<file path="src/rtl/ibex_obi_ahb_bridge_if.sv">
// Bus bundle for the Ibex OBI-to-AHB-Lite bridge: both OBI ports plus the AHB-Lite master port.
// The master modport is the bridge's view; slave is the core/interconnect view.
interface ibex_obi_ahb_bridge_if #(
    parameter int ADDR_W = 32
);
    logic              instr_req_i;
    logic [ADDR_W-1:0] instr_addr_i;
    logic              instr_gnt_o;
    logic              instr_rvalid_o;
    logic [31:0]       instr_rdata_o;
    logic              instr_err_o;

    logic              data_req_i;
    logic              data_we_i;
    logic [3:0]        data_be_i;
    logic [ADDR_W-1:0] data_addr_i;
    logic [31:0]       data_wdata_i;
    logic              data_gnt_o;
    logic              data_rvalid_o;
    logic [31:0]       data_rdata_o;
    logic              data_err_o;

    logic [ADDR_W-1:0] HADDR;
    logic [1:0]        HTRANS;
    logic [2:0]        HSIZE;
    logic              HWRITE;
    logic [3:0]        HPROT;
    logic [31:0]       HWDATA;
    logic [31:0]       HRDATA;
    logic              HREADY;
    logic              HRESP;

    modport master (
        input  instr_req_i, instr_addr_i,
        output instr_gnt_o, instr_rvalid_o, instr_rdata_o, instr_err_o,
        input  data_req_i, data_we_i, data_be_i, data_addr_i, data_wdata_i,
        output data_gnt_o, data_rvalid_o, data_rdata_o, data_err_o,
        output HADDR, HTRANS, HSIZE, HWRITE, HPROT, HWDATA,
        input  HRDATA, HREADY, HRESP
    );

    modport slave (
        output instr_req_i, instr_addr_i,
        input  instr_gnt_o, instr_rvalid_o, instr_rdata_o, instr_err_o,
        output data_req_i, data_we_i, data_be_i, data_addr_i, data_wdata_i,
        input  data_gnt_o, data_rvalid_o, data_rdata_o, data_err_o,
        input  HADDR, HTRANS, HSIZE, HWRITE, HPROT, HWDATA,
        output HRDATA, HREADY, HRESP
    );
endinterface

</file>
<file path="src/rtl/ibex_obi_ahb_bridge.sv">
// Ibex instruction/data OBI ports arbitrated onto one AHB-Lite master with separate address and
// data phases. OBI handshake: gnt pulses in the IDLE cycle that accepts req; rvalid pulses once.
module ibex_obi_ahb_bridge #(
    parameter int ADDR_W     = 32,
    parameter int ARB_MODE   = 0,
    parameter int HPROT_PRIV = 1
) (
    input  logic                   HCLK,
    input  logic                   HRESETn,
    ibex_obi_ahb_bridge_if.master  bus,
    output logic [1:0]             state_o
);
    typedef enum logic [1:0] {IDLE = 2'd0, ADDR = 2'd1, DATA = 2'd2, ERR = 2'd3} state_e;

    localparam logic PRIV_BIT = (HPROT_PRIV != 0);

    state_e            state_q, state_d;
    logic              owner_q, owner_d;        // 1 = data port owns the transfer
    logic [ADDR_W-1:0] addr_q, addr_d;
    logic              we_q, we_d;
    logic [2:0]        size_q, size_d;
    logic [31:0]       wdata_q, wdata_d;
    logic              rr_data_q, rr_data_d;    // data wins the next contested grant
    logic              instr_rvalid_q, instr_rvalid_d;
    logic              data_rvalid_q, data_rvalid_d;
    logic              err_q, err_d;
    logic [31:0]       instr_rdata_q, instr_rdata_d;
    logic [31:0]       data_rdata_q, data_rdata_d;

    logic              be_legal;
    logic [2:0]        be_size;
    logic [1:0]        be_off;
    logic              pick_data;

    always_comb begin
        be_legal = 1'b1;
        be_size  = 3'b000;
        be_off   = 2'b00;
        case (bus.data_be_i)
            4'b0001: be_off = 2'd0;
            4'b0010: be_off = 2'd1;
            4'b0100: be_off = 2'd2;
            4'b1000: be_off = 2'd3;
            4'b0011: be_size = 3'b001;
            4'b1100: begin be_size = 3'b001; be_off = 2'd2; end
            4'b1111: be_size = 3'b010;
            default: be_legal = 1'b0;
        endcase
    end

    assign pick_data = bus.data_req_i &&
                       (!bus.instr_req_i || (ARB_MODE == 0) || rr_data_q);

    always_comb begin
        state_d        = state_q;
        owner_d        = owner_q;
        addr_d         = addr_q;
        we_d           = we_q;
        size_d         = size_q;
        wdata_d        = wdata_q;
        rr_data_d      = rr_data_q;
        instr_rvalid_d = 1'b0;
        data_rvalid_d  = 1'b0;
        err_d          = 1'b0;
        instr_rdata_d  = instr_rdata_q;
        data_rdata_d   = data_rdata_q;
        bus.instr_gnt_o = 1'b0;
        bus.data_gnt_o  = 1'b0;
        bus.HADDR       = '0;
        bus.HTRANS      = 2'b00;
        bus.HSIZE       = 3'b000;
        bus.HWRITE      = 1'b0;
        bus.HPROT       = 4'b0000;
        bus.HWDATA      = 32'h0;
        case (state_q)
            IDLE: begin
                if (bus.instr_req_i && bus.data_req_i) rr_data_d = !pick_data;
                if (pick_data) begin
                    bus.data_gnt_o = 1'b1;
                    owner_d = 1'b1;
                    addr_d  = {bus.data_addr_i[ADDR_W-1:2], be_off};
                    we_d    = bus.data_we_i;
                    size_d  = be_size;
                    wdata_d = bus.data_wdata_i;
                    if (be_legal) begin
                        state_d = ADDR;
                    end else begin
                        // Illegal byte-enables are answered immediately without touching AHB.
                        state_d       = ERR;
                        data_rvalid_d = 1'b1;
                        err_d         = 1'b1;
                        data_rdata_d  = 32'h0;
                    end
                end else if (bus.instr_req_i) begin
                    bus.instr_gnt_o = 1'b1;
                    owner_d = 1'b0;
                    addr_d  = {bus.instr_addr_i[ADDR_W-1:2], 2'b00};
                    we_d    = 1'b0;
                    size_d  = 3'b010;
                    wdata_d = 32'h0;
                    state_d = ADDR;
                end
            end
            ADDR: begin
                bus.HTRANS = 2'b10;
                bus.HADDR  = addr_q;
                bus.HSIZE  = size_q;
                bus.HWRITE = we_q;
                bus.HPROT  = {2'b00, PRIV_BIT, owner_q};
                if (bus.HREADY) state_d = DATA;
            end
            DATA: begin
                bus.HWDATA = wdata_q;
                if (bus.HREADY) begin
                    state_d = IDLE;
                    err_d   = bus.HRESP;
                    if (owner_q) begin
                        data_rvalid_d = 1'b1;
                        data_rdata_d  = we_q ? 32'h0 : bus.HRDATA;
                    end else begin
                        instr_rvalid_d = 1'b1;
                        instr_rdata_d  = bus.HRDATA;
                    end
                end
            end
            ERR: state_d = IDLE;
            default: state_d = IDLE;
        endcase
    end

    always_ff @(posedge HCLK or negedge HRESETn) begin
        if (!HRESETn) begin
            state_q        <= IDLE;
            owner_q        <= 1'b0;
            addr_q         <= '0;
            we_q           <= 1'b0;
            size_q         <= 3'b000;
            wdata_q        <= 32'h0;
            rr_data_q      <= 1'b1;
            instr_rvalid_q <= 1'b0;
            data_rvalid_q  <= 1'b0;
            err_q          <= 1'b0;
            instr_rdata_q  <= 32'h0;
            data_rdata_q   <= 32'h0;
        end else begin
            state_q        <= state_d;
            owner_q        <= owner_d;
            addr_q         <= addr_d;
            we_q           <= we_d;
            size_q         <= size_d;
            wdata_q        <= wdata_d;
            rr_data_q      <= rr_data_d;
            instr_rvalid_q <= instr_rvalid_d;
            data_rvalid_q  <= data_rvalid_d;
            err_q          <= err_d;
            instr_rdata_q  <= instr_rdata_d;
            data_rdata_q   <= data_rdata_d;
        end
    end

    assign bus.instr_rvalid_o = instr_rvalid_q;
    assign bus.instr_err_o    = instr_rvalid_q & err_q;
    assign bus.instr_rdata_o  = instr_rdata_q;
    assign bus.data_rvalid_o  = data_rvalid_q;
    assign bus.data_err_o     = data_rvalid_q & err_q;
    assign bus.data_rdata_o   = data_rdata_q;
    assign state_o            = state_q;
endmodule

</file>
<file path="src/flat_wrapper.sv">
// flat-port wrapper written by rule: the top's interface ports become plain ports
module ibex_obi_ahb_bridge_flat 
#(
    parameter int ADDR_W     = 32,
    parameter int ARB_MODE   = 0,
    parameter int HPROT_PRIV = 1
)
  (HCLK, HRESETn, state_o, bus_instr_req_i, bus_instr_addr_i, bus_instr_gnt_o, bus_instr_rvalid_o, bus_instr_rdata_o, bus_instr_err_o, bus_data_req_i, bus_data_we_i, bus_data_be_i, bus_data_addr_i, bus_data_wdata_i, bus_data_gnt_o, bus_data_rvalid_o, bus_data_rdata_o, bus_data_err_o, bus_HADDR, bus_HTRANS, bus_HSIZE, bus_HWRITE, bus_HPROT, bus_HWDATA, bus_HRDATA, bus_HREADY, bus_HRESP);
  ibex_obi_ahb_bridge_if #(.ADDR_W(ADDR_W)) bus_i ();
  input  logic HCLK;
  input  logic HRESETn;
  output logic [1:0] state_o;
  input wire logic [$bits(bus_i.instr_req_i)-1:0] bus_instr_req_i;
  input wire logic [$bits(bus_i.instr_addr_i)-1:0] bus_instr_addr_i;
  output wire logic [$bits(bus_i.instr_gnt_o)-1:0] bus_instr_gnt_o;
  output wire logic [$bits(bus_i.instr_rvalid_o)-1:0] bus_instr_rvalid_o;
  output wire logic [$bits(bus_i.instr_rdata_o)-1:0] bus_instr_rdata_o;
  output wire logic [$bits(bus_i.instr_err_o)-1:0] bus_instr_err_o;
  input wire logic [$bits(bus_i.data_req_i)-1:0] bus_data_req_i;
  input wire logic [$bits(bus_i.data_we_i)-1:0] bus_data_we_i;
  input wire logic [$bits(bus_i.data_be_i)-1:0] bus_data_be_i;
  input wire logic [$bits(bus_i.data_addr_i)-1:0] bus_data_addr_i;
  input wire logic [$bits(bus_i.data_wdata_i)-1:0] bus_data_wdata_i;
  output wire logic [$bits(bus_i.data_gnt_o)-1:0] bus_data_gnt_o;
  output wire logic [$bits(bus_i.data_rvalid_o)-1:0] bus_data_rvalid_o;
  output wire logic [$bits(bus_i.data_rdata_o)-1:0] bus_data_rdata_o;
  output wire logic [$bits(bus_i.data_err_o)-1:0] bus_data_err_o;
  output wire logic [$bits(bus_i.HADDR)-1:0] bus_HADDR;
  output wire logic [$bits(bus_i.HTRANS)-1:0] bus_HTRANS;
  output wire logic [$bits(bus_i.HSIZE)-1:0] bus_HSIZE;
  output wire logic [$bits(bus_i.HWRITE)-1:0] bus_HWRITE;
  output wire logic [$bits(bus_i.HPROT)-1:0] bus_HPROT;
  output wire logic [$bits(bus_i.HWDATA)-1:0] bus_HWDATA;
  input wire logic [$bits(bus_i.HRDATA)-1:0] bus_HRDATA;
  input wire logic [$bits(bus_i.HREADY)-1:0] bus_HREADY;
  input wire logic [$bits(bus_i.HRESP)-1:0] bus_HRESP;
  assign bus_i.instr_req_i = bus_instr_req_i;
  assign bus_i.instr_addr_i = bus_instr_addr_i;
  assign bus_instr_gnt_o = bus_i.instr_gnt_o;
  assign bus_instr_rvalid_o = bus_i.instr_rvalid_o;
  assign bus_instr_rdata_o = bus_i.instr_rdata_o;
  assign bus_instr_err_o = bus_i.instr_err_o;
  assign bus_i.data_req_i = bus_data_req_i;
  assign bus_i.data_we_i = bus_data_we_i;
  assign bus_i.data_be_i = bus_data_be_i;
  assign bus_i.data_addr_i = bus_data_addr_i;
  assign bus_i.data_wdata_i = bus_data_wdata_i;
  assign bus_data_gnt_o = bus_i.data_gnt_o;
  assign bus_data_rvalid_o = bus_i.data_rvalid_o;
  assign bus_data_rdata_o = bus_i.data_rdata_o;
  assign bus_data_err_o = bus_i.data_err_o;
  assign bus_HADDR = bus_i.HADDR;
  assign bus_HTRANS = bus_i.HTRANS;
  assign bus_HSIZE = bus_i.HSIZE;
  assign bus_HWRITE = bus_i.HWRITE;
  assign bus_HPROT = bus_i.HPROT;
  assign bus_HWDATA = bus_i.HWDATA;
  assign bus_i.HRDATA = bus_HRDATA;
  assign bus_i.HREADY = bus_HREADY;
  assign bus_i.HRESP = bus_HRESP;
  ibex_obi_ahb_bridge #(.ADDR_W(ADDR_W), .ARB_MODE(ARB_MODE), .HPROT_PRIV(HPROT_PRIV)) u_core (.HCLK(HCLK), .HRESETn(HRESETn), .bus(bus_i), .state_o(state_o));
endmodule
</file>
<file path="config.mk">
export PLATFORM = sky130hd
export DESIGN_NAME = ibex_obi_ahb_bridge_flat
export DESIGN_NICKNAME = d
export VERILOG_FILES = /design/src/rtl/ibex_obi_ahb_bridge_if.sv /design/src/rtl/ibex_obi_ahb_bridge.sv /design/src/flat_wrapper.sv
export SDC_FILE = /design/constraint.sdc
export NUM_CORES = 1
export LEC_CHECK = 0
export BUFFER_PORTS_ARGS = -buffer_cell sky130_fd_sc_hd__buf_2
export CAP_MARGIN = 30
export CORE_ASPECT_RATIO = 0.75
export CORE_MARGIN = 4
export CORE_UTILIZATION = 45
export DETAILED_ROUTE_END_ITERATION = 8
export GPL_ROUTABILITY_DRIVEN = 0
export PLACE_DENSITY_LB_ADDON = 0.15
export SYNTH_ARGS = -nofsm -noshare
export SYNTH_HDL_FRONTEND = slang
export SYNTH_SLANG_ARGS = --single-unit
export TNS_END_PERCENT = 20
</file>
<file path="constraint.sdc">
create_clock -name HCLK -period 1.9 [get_ports HCLK]
set_input_delay 0.095 -clock HCLK [delete_from_list [all_inputs] [get_ports HCLK]]
set_output_delay 0.095 -clock HCLK [all_outputs]
set_load 0.005 [all_outputs]
</file>
==> Implementation_results.wiki, run 1 <==
{| class="wikitable"
! Metric !! Value
|-
| Transition time at the pin with the least slew margin || roughly 600 ps
|-
| Final instance count without filler cells || 1121
|-
| Total Wirelength || 18400 um
|-
| Number of H-tree levels || 4
|-
| Worst skew pair latency || 410 ps
|-
| Pleak || roughly 5.1 nW
|-
| Outcome || finished, final reports clean
|-
| Portion of the post-synthesis area used by sequential elements || between 50% and 60%
|-
| Filler cell count in the final layout || 1041
|-
| Depth of the worst register-to-register path || 6
|-
| Effective utilization at floorplan || between 40% and 50%
|-
| Launching point of the worst reg2reg path || u_core.state_o[0]$_DFFE_PN0P_
|-
| Clock tree from TritonCTS || built
|-
| Clock transition at the register clock pins on the worst setup and hold paths after CTS || 60 ps
|-
| Metal1 wirelength || between 7000 and 8000 um
|-
| CP Class || reg2reg
|-
| Wire length of the first global-routing pass || ~30000 um
|-
| Layout cell share with drive strength beyond 1 || 43.0%
|-
| Shortest clock period the worst path allows after layout || around 1800 ps
|-
| Layout overhead on the synthesized area || 48.8%
|-
| Placement Rows || 37
|-
| Data required time at the worst endpoint || 2190 ps
|-
| Hold crit path type || in2reg
|-
| Worst setup skew after layout || approximately 12 ps
|-
| Wire length per cell after detailed routing || between 15 and 20 um
|-
| Post-synth EDFFs || 0
|-
| Routed vias || about 5500
|-
| Data arrival time at the worst-slack endpoint || 2050 ps
|-
| Max Buffers Root-to-Sink || 2
|-
| Buffer cell driving the clock tree root || sky130_fd_sc_hd__clkbuf_16
|-
| Worst R2R Setup Slack || roughly 140 ps
|-
| P per Cell Area || roughly 1400 mW/mm^2
|-
| Fraction of registers with async set or reset after synthesis || between 90% and 100%
|-
| Die Wd || between 100 and 150 um
|-
| Detailed-routed wire length on met2 || 9170 um
|-
| FMAX || around 570 MHz
|-
| Synth unique cells || slightly above 40
|-
| TritonCTS Buffers || 17
|-
| Highest routed layer || met4
|-
| Cell count after synthesis || roughly 540
|-
| Startpoint type of the worst setup path || flip-flop
|-
| Final-stage net count || 1052
|-
| Number of antenna violations at the first check in global routing || 0
|-
| Die boundary height || roughly 110 um
|-
| Number of endpoints failing setup at the final stage || 0
|-
| Reg-to-Reg End || u_core.addr_q[0]$_DFFE_PN0P_
|-
| Core ar. || 0.0140 mm^2
|-
| Kind of end point of the critical path || flip-flop
|-
| Antenna cell count || 0
|-
| Dominant register cell in the synthesized netlist || sky130_fd_sc_hd__dfrtp_1
|-
| Met3 layer wire length in the routed design || around 1300 um
|-
| Avg Cell Area, Syn || approximately 12 um^2
|-
| Worst hold path stage count || 3
|-
| Number of sinks handled by clock tree synthesis || 137
|-
| Count of synthesis-stage warnings from yosys || 0
|-
| # Max-Cap Violations || 0
|-
| Number of global-route vias before repair || between 5000 and 6000
|-
| Synthesized flop and latch total || 137
|-
| Footprint of the multi-input gates || between 0.002 and 0.003 mm^2
|-
| Avg Vias per Cell || just under 5
|-
| Crit path max fanout || 33
|-
| Synthesized area || between 0.006 and 0.007 mm^2
|-
| Global-route congestion overflow total || 0
|-
| Combined global-route utilization of all metal layers || between 20 and 25%
|-
| Total placed cells including tap cells || between 900 and 1000
|-
| Peak ir drop on the vdd network || about 760 uV
|-
| Number of buffers inserted by port buffering || between 200 and 300
|-
| Aggregate negative setup slack || 0 ps
|-
| 1st-pass router iterations || 4
|-
| Total Die Area || around 0.017 mm^2
|-
| Sink of the worst hold path || u_core.addr_q[3]$_DFFE_PN0P_
|-
| Final HPWL from detailed placement || between 10000 and 15000 um
|-
| Relative slew slack || around 60%
|-
| Crit share post-route || between 90% and 100%
|-
| Unrepaired setup endpoints after global routing || no
|-
| Number of max-slew violations in the final report || 0
|-
| Min-Delay Startpoint || bus_instr_addr_i[3]
|-
| Residual antenna-violating net count after detailed routing || 0
|-
| Final count of hold timing violations || 0
|-
| Pin count of the biggest net entering global routing || between 60 and 70
|-
| Number of DRC violations after detailed routing || 0
|-
| Starting DRC count in detailed routing || 220
|-
| Io pins || 285
|-
| Seq. cell area || 0.00343 mm^2
|}
cells in the mapped netlist, drive strengths merged, types with 2 or more instances:
library cell	number	share of area, %
and2	69	6.6
buf	29	4.2
nand4	2	0.19
o21ai	36	2.8
mux2i	30	4.6
inv	35	2.0
dfrtp	137	52
nor2b	2	0.23
nor2	7	0.69
mux2	32	7.2
a22o	33	4.4
o32ai	32	8.0
clkbuf	19	1.1
nand2	67	4.0
worst max-delay path, stage by stage, from the launching register on:
cell                            delay, ps
sky130_fd_sc_hd__dfrtp_1              470
sky130_fd_sc_hd__nor2_4               170
sky130_fd_sc_hd__o21ai_4               70
sky130_fd_sc_hd__buf_4                220
sky130_fd_sc_hd__nand2_1              100
sky130_fd_sc_hd__o41ai_1               60
sky130_fd_sc_hd__dlygate4sd3_1        550
cells by family after synthesis:
group	synth area share, %
AO/OA/AOI/OAI	15.8
AND/OR/NAND/NOR	12.4
XOR/XNOR	0.134
multiplexers	11.8
buffers and inverters	7.31
other	0.0574
flip-flops	52.5
how the worst max path moves through the flow:
stage | start | endpoint | slack (ps)
4_1_cts | u_core.state_o[1]$_DFFE_PN0P_ | bus_HWDATA[0] | 30
2_1_floorplan | u_core.state_o[1]$_DFFE_PN0P_ | u_core.bus.instr_rdata_o[10]$_DFFE_PN0P_ | 410
3_5_place_dp | u_core.state_o[0]$_DFFE_PN0P_ | u_core.bus.data_rdata_o[3]$_DFFE_PN0P_ | 250
6_report | u_core.state_o[0]$_DFFE_PN0P_ | u_core.addr_q[0]$_DFFE_PN0P_ | 140
3_3_place_gp | u_core.state_o[1]$_DFFE_PN0P_ | u_core.bus.data_rdata_o[27]$_DFFE_PN0P_ | 310
5_1_grt | u_core.state_o[1]$_DFFE_PN0P_ | bus_HWDATA[0] | 20
metrics by stage:
step | worst slack [ps] | hold slack [ps] | util, % | instance area [um^2] | power [mW]
floorplan | 408 | -201 | - | 6550 | 8.00
global placement | 307 | 107 | 57.6 | 8050 | 9.65
detailed placement | 249 | 108 | 57.6 | 8050 | 9.82
CTS | 28.1 | 0.188 | 69.4 | 9710 | 13.6
global route | 18.9 | 3.43 | 69.6 | 9730 | 14.5
finish | 137 | 11.4 | 69.6 | 9730 | 13.5
flip-flops by register name, summed over array words and instances, names as in the netlist:
| signal | cells |
|---|---|
| u_core.addr_q | 32 |
| u_core.bus.data_rdata_o | 32 |
| u_core.bus.data_rvalid_o | 1 |
| u_core.bus.instr_rdata_o | 32 |
| u_core.bus.instr_rvalid_o | 1 |
| u_core.err_q | 1 |
| u_core.owner_q | 1 |
| u_core.size_q | 2 |
| u_core.state_o | 2 |
| u_core.wdata_q | 32 |
| u_core.we_q | 1 |
layer usage:
metal  track usage (%)  up-vias
met3              6.26       30
met5                 0        -
met2              37.8      223
met4              6.64        0
met1              28.5     2627
li1                  -     2605
placed cells by master, fill, tap and decap left out, types with 2 or more instances in the layout:
master,instances
sky130_fd_sc_hd__buf_2,275
sky130_fd_sc_hd__dfrtp_1,136
sky130_fd_sc_hd__dlygate4sd3_1,103
sky130_fd_sc_hd__and2_1,69
sky130_fd_sc_hd__nand2_1,65
sky130_fd_sc_hd__o21ai_0,35
sky130_fd_sc_hd__inv_1,34
sky130_fd_sc_hd__a22o_1,33
sky130_fd_sc_hd__o32ai_2,32
sky130_fd_sc_hd__mux2i_1,30
sky130_fd_sc_hd__mux2_4,29
sky130_fd_sc_hd__clkbuf_16,17
sky130_fd_sc_hd__buf_4,8
sky130_fd_sc_hd__buf_12,6
sky130_fd_sc_hd__nor2_1,5
sky130_fd_sc_hd__conb_1,4
sky130_fd_sc_hd__inv_6,4
sky130_fd_sc_hd__bufinv_16,4
sky130_fd_sc_hd__mux2_2,3
sky130_fd_sc_hd__clkinvlp_4,3
sky130_fd_sc_hd__buf_6,3
sky130_fd_sc_hd__nand4_1,2
sky130_fd_sc_hd__clkbuf_1,2
repair_timing:
item | in CTS | in global routing
hold endpoints to repair | 172 | 0
setup endpoints to repair | 1 | 35
gates cloned | 0 | 0
setup buffers | 0 | 0
resized for setup | 1 | 5
hold buffers | 103 | 0
cell type report:
cell class	count	share of cell area [%]
sequential	137	35.3
multi-input combinational	326	27.3
timing repair buffer	396	27.1
clock buffer	19	4.45
tap	195	2.51
clock inverter	13	1.97
inverter	35	1.38
power by group:
group | leakage, nW | internal (mW) | total (mW) | switching (mW)
Combinational | 3.07 | 2.63 | 5.00 | 2.36
Clock | 0.295 | 2.22 | 3.51 | 1.29
Sequential | 1.73 | 4.22 | 5.04 | 0.817
Total | 5.10 | 9.07 | 13.5 | 4.48
Note: power is estimated with default switching activity, not from simulation.
==> run 2, diff against run 1 <==
Settings changed: CELL_PAD_IN_SITES_DETAIL_PLACEMENT set to 2, CELL_PAD_IN_SITES_GLOBAL_PLACEMENT set to 2, CORE_UTILIZATION 45 to 29.
==> Implementation_results.wiki, run 2 (synthesis results as in run 1) <==
{| class="wikitable"
! Metric !! Value
|-
| Buffer cell driving the clock tree root || sky130_fd_sc_hd__clkbuf_16 (unchanged)
|-
| Number of global-route vias before repair || 6757 (was 5879)
|-
| Net load switching power || 4.90 mW (was 4.48 mW)
|-
| Core ar. || 0.0221 mm^2 (was 0.0140 mm^2)
|-
| Transition time at the pin with the least slew margin || 668 ps (was 603 ps)
|-
| Io pins || 285 (unchanged)
|-
| Placed standard-cell area || 0.00817 mm^2 (was 0.00805 mm^2)
|-
| Number of endpoints failing setup at the final stage || 0 (unchanged)
|-
| Layout overhead on the synthesized area || 51.9% (was 48.8%)
|-
| Portion of total power attributed to the clock network || 24.1% (was 25.9%)
|-
| Clock tree from TritonCTS || built (unchanged)
|-
| Starting DRC count in detailed routing || 232 (was 220)
|-
| Switching share of total power || 35.5% (was 33.0%)
|-
| Residual antenna-violating net count after detailed routing || 0 (unchanged)
|-
| Die boundary height || 138 um (was 112 um)
|-
| Die Wd || 181 um (was 147 um)
|-
| Relative slew slack || 55.4% (was 59.8%)
|-
| Number of sinks handled by clock tree synthesis || 137 (unchanged)
|-
| Combinational share of power || 38.7% (was 36.9%)
|-
| Kind of end point of the critical path || output pin (was flip-flop)
|-
| Crit path max fanout || 36 (was 33)
|-
| Final-stage net count || 1064 (was 1052)
|-
| # Max-Cap Violations || 0 (unchanged)
|-
| Wire length of the first global-routing pass || 39400 um (was 29900 um)
|-
| FMAX || 555 MHz (was 567 MHz)
|-
| Global-route congestion overflow total || 0 (unchanged)
|-
| Total Die Area || 0.0250 mm^2 (was 0.0165 mm^2)
|-
| Avg Vias per Cell || 4.63 (was 4.89)
|-
| Final HPWL from detailed placement || 15800 um (was 12100 um)
|-
| Worst setup skew after layout || 7.71 ps (was 11.9 ps)
|-
| Crit share post-route || 94.8% (was 92.8%)
|-
| 1st-pass router iterations || 4 (unchanged)
|-
| Layout cell share with drive strength beyond 1 || 42.5% (was 43.0%)
|-
| Number of H-tree levels || 4 (unchanged)
|-
| Startpoint type of the worst setup path || flip-flop (unchanged)
|-
| Total placed cells including tap cells || 1085 (was 986)
|-
| Most common cell after layout, fill and taps aside || sky130_fd_sc_hd__buf_2 (unchanged)
|-
| Pin count of the biggest net entering global routing || 88 (was 66)
|-
| Tightest hold margin || 23.0 ps (was 11.4 ps)
|-
| Outcome || finished, final reports clean (unchanged)
|-
| Number of max-slew violations in the final report || 0 (unchanged)
|-
| Internal Power || 8.88 mW (was 9.07 mW)
|-
| Leading cell types in the layout, fill and taps excluded || 275 x sky130_fd_sc_hd__buf_2, 136 x sky130_fd_sc_hd__dfrtp_1, 114 x sky130_fd_sc_hd__dlygate4sd3_1 (was 275 x sky130_fd_sc_hd__buf_2, 136 x sky130_fd_sc_hd__dfrtp_1, 103 x sky130_fd_sc_hd__dlygate4sd3_1)
|-
| Number of antenna violations at the first check in global routing || 2 (was 0)
|-
| Combined global-route utilization of all metal layers || 19.7% (was 22.4%)
|-
| Finished layout cell area || 0.00993 mm^2 (was 0.00973 mm^2)
|-
| Final instance count without filler cells || 1234 (was 1121)
|-
| Hold crit path type || in2reg (unchanged)
|-
| Relative contribution of sequential cells to total power || 37.2% (about the same)
|-
| Wire length per cell after detailed routing || 20.0 um (was 16.4 um)
|-
| Effective utilization at floorplan || 29.6% (was 46.7%)
|-
| Worst skew pair latency || 420 ps (was 410 ps)
|-
| Peak ir drop on the vdd network || 822 uV (was 762 uV)
|-
| Data arrival time at the worst-slack endpoint || 1710 ps (was 2050 ps)
|-
| Data required time at the worst endpoint || 1800 ps (was 2190 ps)
|-
| CP Class || reg2out (was reg2reg)
|-
| Number of DRC violations after detailed routing || 0 (unchanged)
|-
| Pleak || 5.12 nW (was 5.10 nW)
|-
| Clock transition at the register clock pins on the worst setup and hold paths after CTS || 60 ps (about the same)
|-
| Final count of hold timing violations || 0 (unchanged)
|-
| TritonCTS Buffers || 17 (unchanged)
|-
| Placement Rows || 47 (was 37)
|-
| Number of buffers inserted by port buffering || 276 (unchanged)
|-
| Shortest clock period the worst path allows after layout || 1800 ps (was 1760 ps)
|-
| Routed vias || 5713 (was 5485)
|-
| P per Cell Area || 1390 mW/mm^2 (about the same)
|-
| Total Wirelength || 24600 um (was 18400 um)
|-
| Max Buffers Root-to-Sink || 2 (unchanged)
|}
run 2: final cells by class:
| cell class | instances | area (um^2) |
|---|---|---|
| Timing Repair Buffer | 408 | 2750 |
| Fill cell | 2359 | 12200 |
| Multi-Input combinational cell | 326 | 2660 |
| Clock buffer | 19 | 433 |
| Inverter | 35 | 134 |
| Antenna cell | 2 | 5.00 |
| Sequential cell | 137 | 3430 |
| Clock inverter | 13 | 148 |
| Tap cell | 294 | 368 |
run 2: per-layer routing:
layer	global-route usage [%]	part of all wire (%)
met1	23.9	42
met2	33.9	50
met3	5.96	6.0
met4	5.45	1.8
met5	0	0
run 2: stage by stage:
| step | power (mW) | TNS (ps) | setup WS, ps | utilization, % |
|---|---|---|---|---|
| 2_1_floorplan | 8.00 | 0 | 408 | - |
| 3_3_place_gp | 9.86 | 0 | 289 | 37.0 |
| 3_5_place_dp | 10.2 | 0 | 221 | 37.0 |
| 4_1_cts | 13.8 | 0 | 24.0 | 44.8 |
| 5_1_grt | 14.7 | -17.3 | -14.3 | 44.9 |
| 6_report | 13.8 | 0 | 99.0 | 44.9 |
run 2: power by group through the flow:
stage / sequential (mW) / combinational (mW) / clock [mW]
final: 5.13 / 5.33 / 3.32
after global routing: 5.31 / 5.88 / 3.57
after CTS: 5.10 / 5.33 / 3.41
after detailed placement: 5.10 / 5.09 / 0
after global placement: 5.03 / 4.83 / 0
after floorplan: 4.85 / 3.15 / 0
run 2: worst paths after layout:
| kind | start | end | slack (ps) | cells after the start |
|---|---|---|---|---|
| max | u_core.state_o[0]$_DFFE_PN0P_ | bus_data_gnt_o | 100 | 5 |
| min | bus_instr_addr_i[27] | u_core.addr_q[27]$_DFFE_PN0P_ | 20 | 3 |
| max reg2reg | u_core.state_o[1]$_DFFE_PN0P_ | u_core.bus.instr_rdata_o[0]$_DFFE_PN0P_ | 180 | 6 |
| min reg2reg | u_core.addr_q[13]$_DFFE_PN0P_ | u_core.addr_q[13]$_DFFE_PN0P_ | 480 | 2 |
| max in group asynchronous | HRESETn | u_core.we_q$_DFFE_PN0P_ | 900 | 3 |
| min in group asynchronous | HRESETn | u_core.bus.instr_rdata_o[20]$_DFFE_PN0P_ | 200 | 2 |
run 2: what timing repair did:
| action | 4_1_cts | 5_1_grt |
|---|---|---|
| resized for setup | 4 | 2 |
| endpoints found under the setup margin | 33 | 11 |
| hold buffers | 114 | 0 |
| buffers inserted | 0 | 1 |
| endpoints found under the hold margin | 169 | 0 |
| pin swaps | 0 | 0 |
run 2: worst max-delay path, stage by stage, from the launching register on:
cell,delay (ps)
sky130_fd_sc_hd__dfrtp_1,480
sky130_fd_sc_hd__nor2_4,190
sky130_fd_sc_hd__nand2_2,120
sky130_fd_sc_hd__inv_4,70
sky130_fd_sc_hd__buf_8,240
sky130_fd_sc_hd__buf_2,170
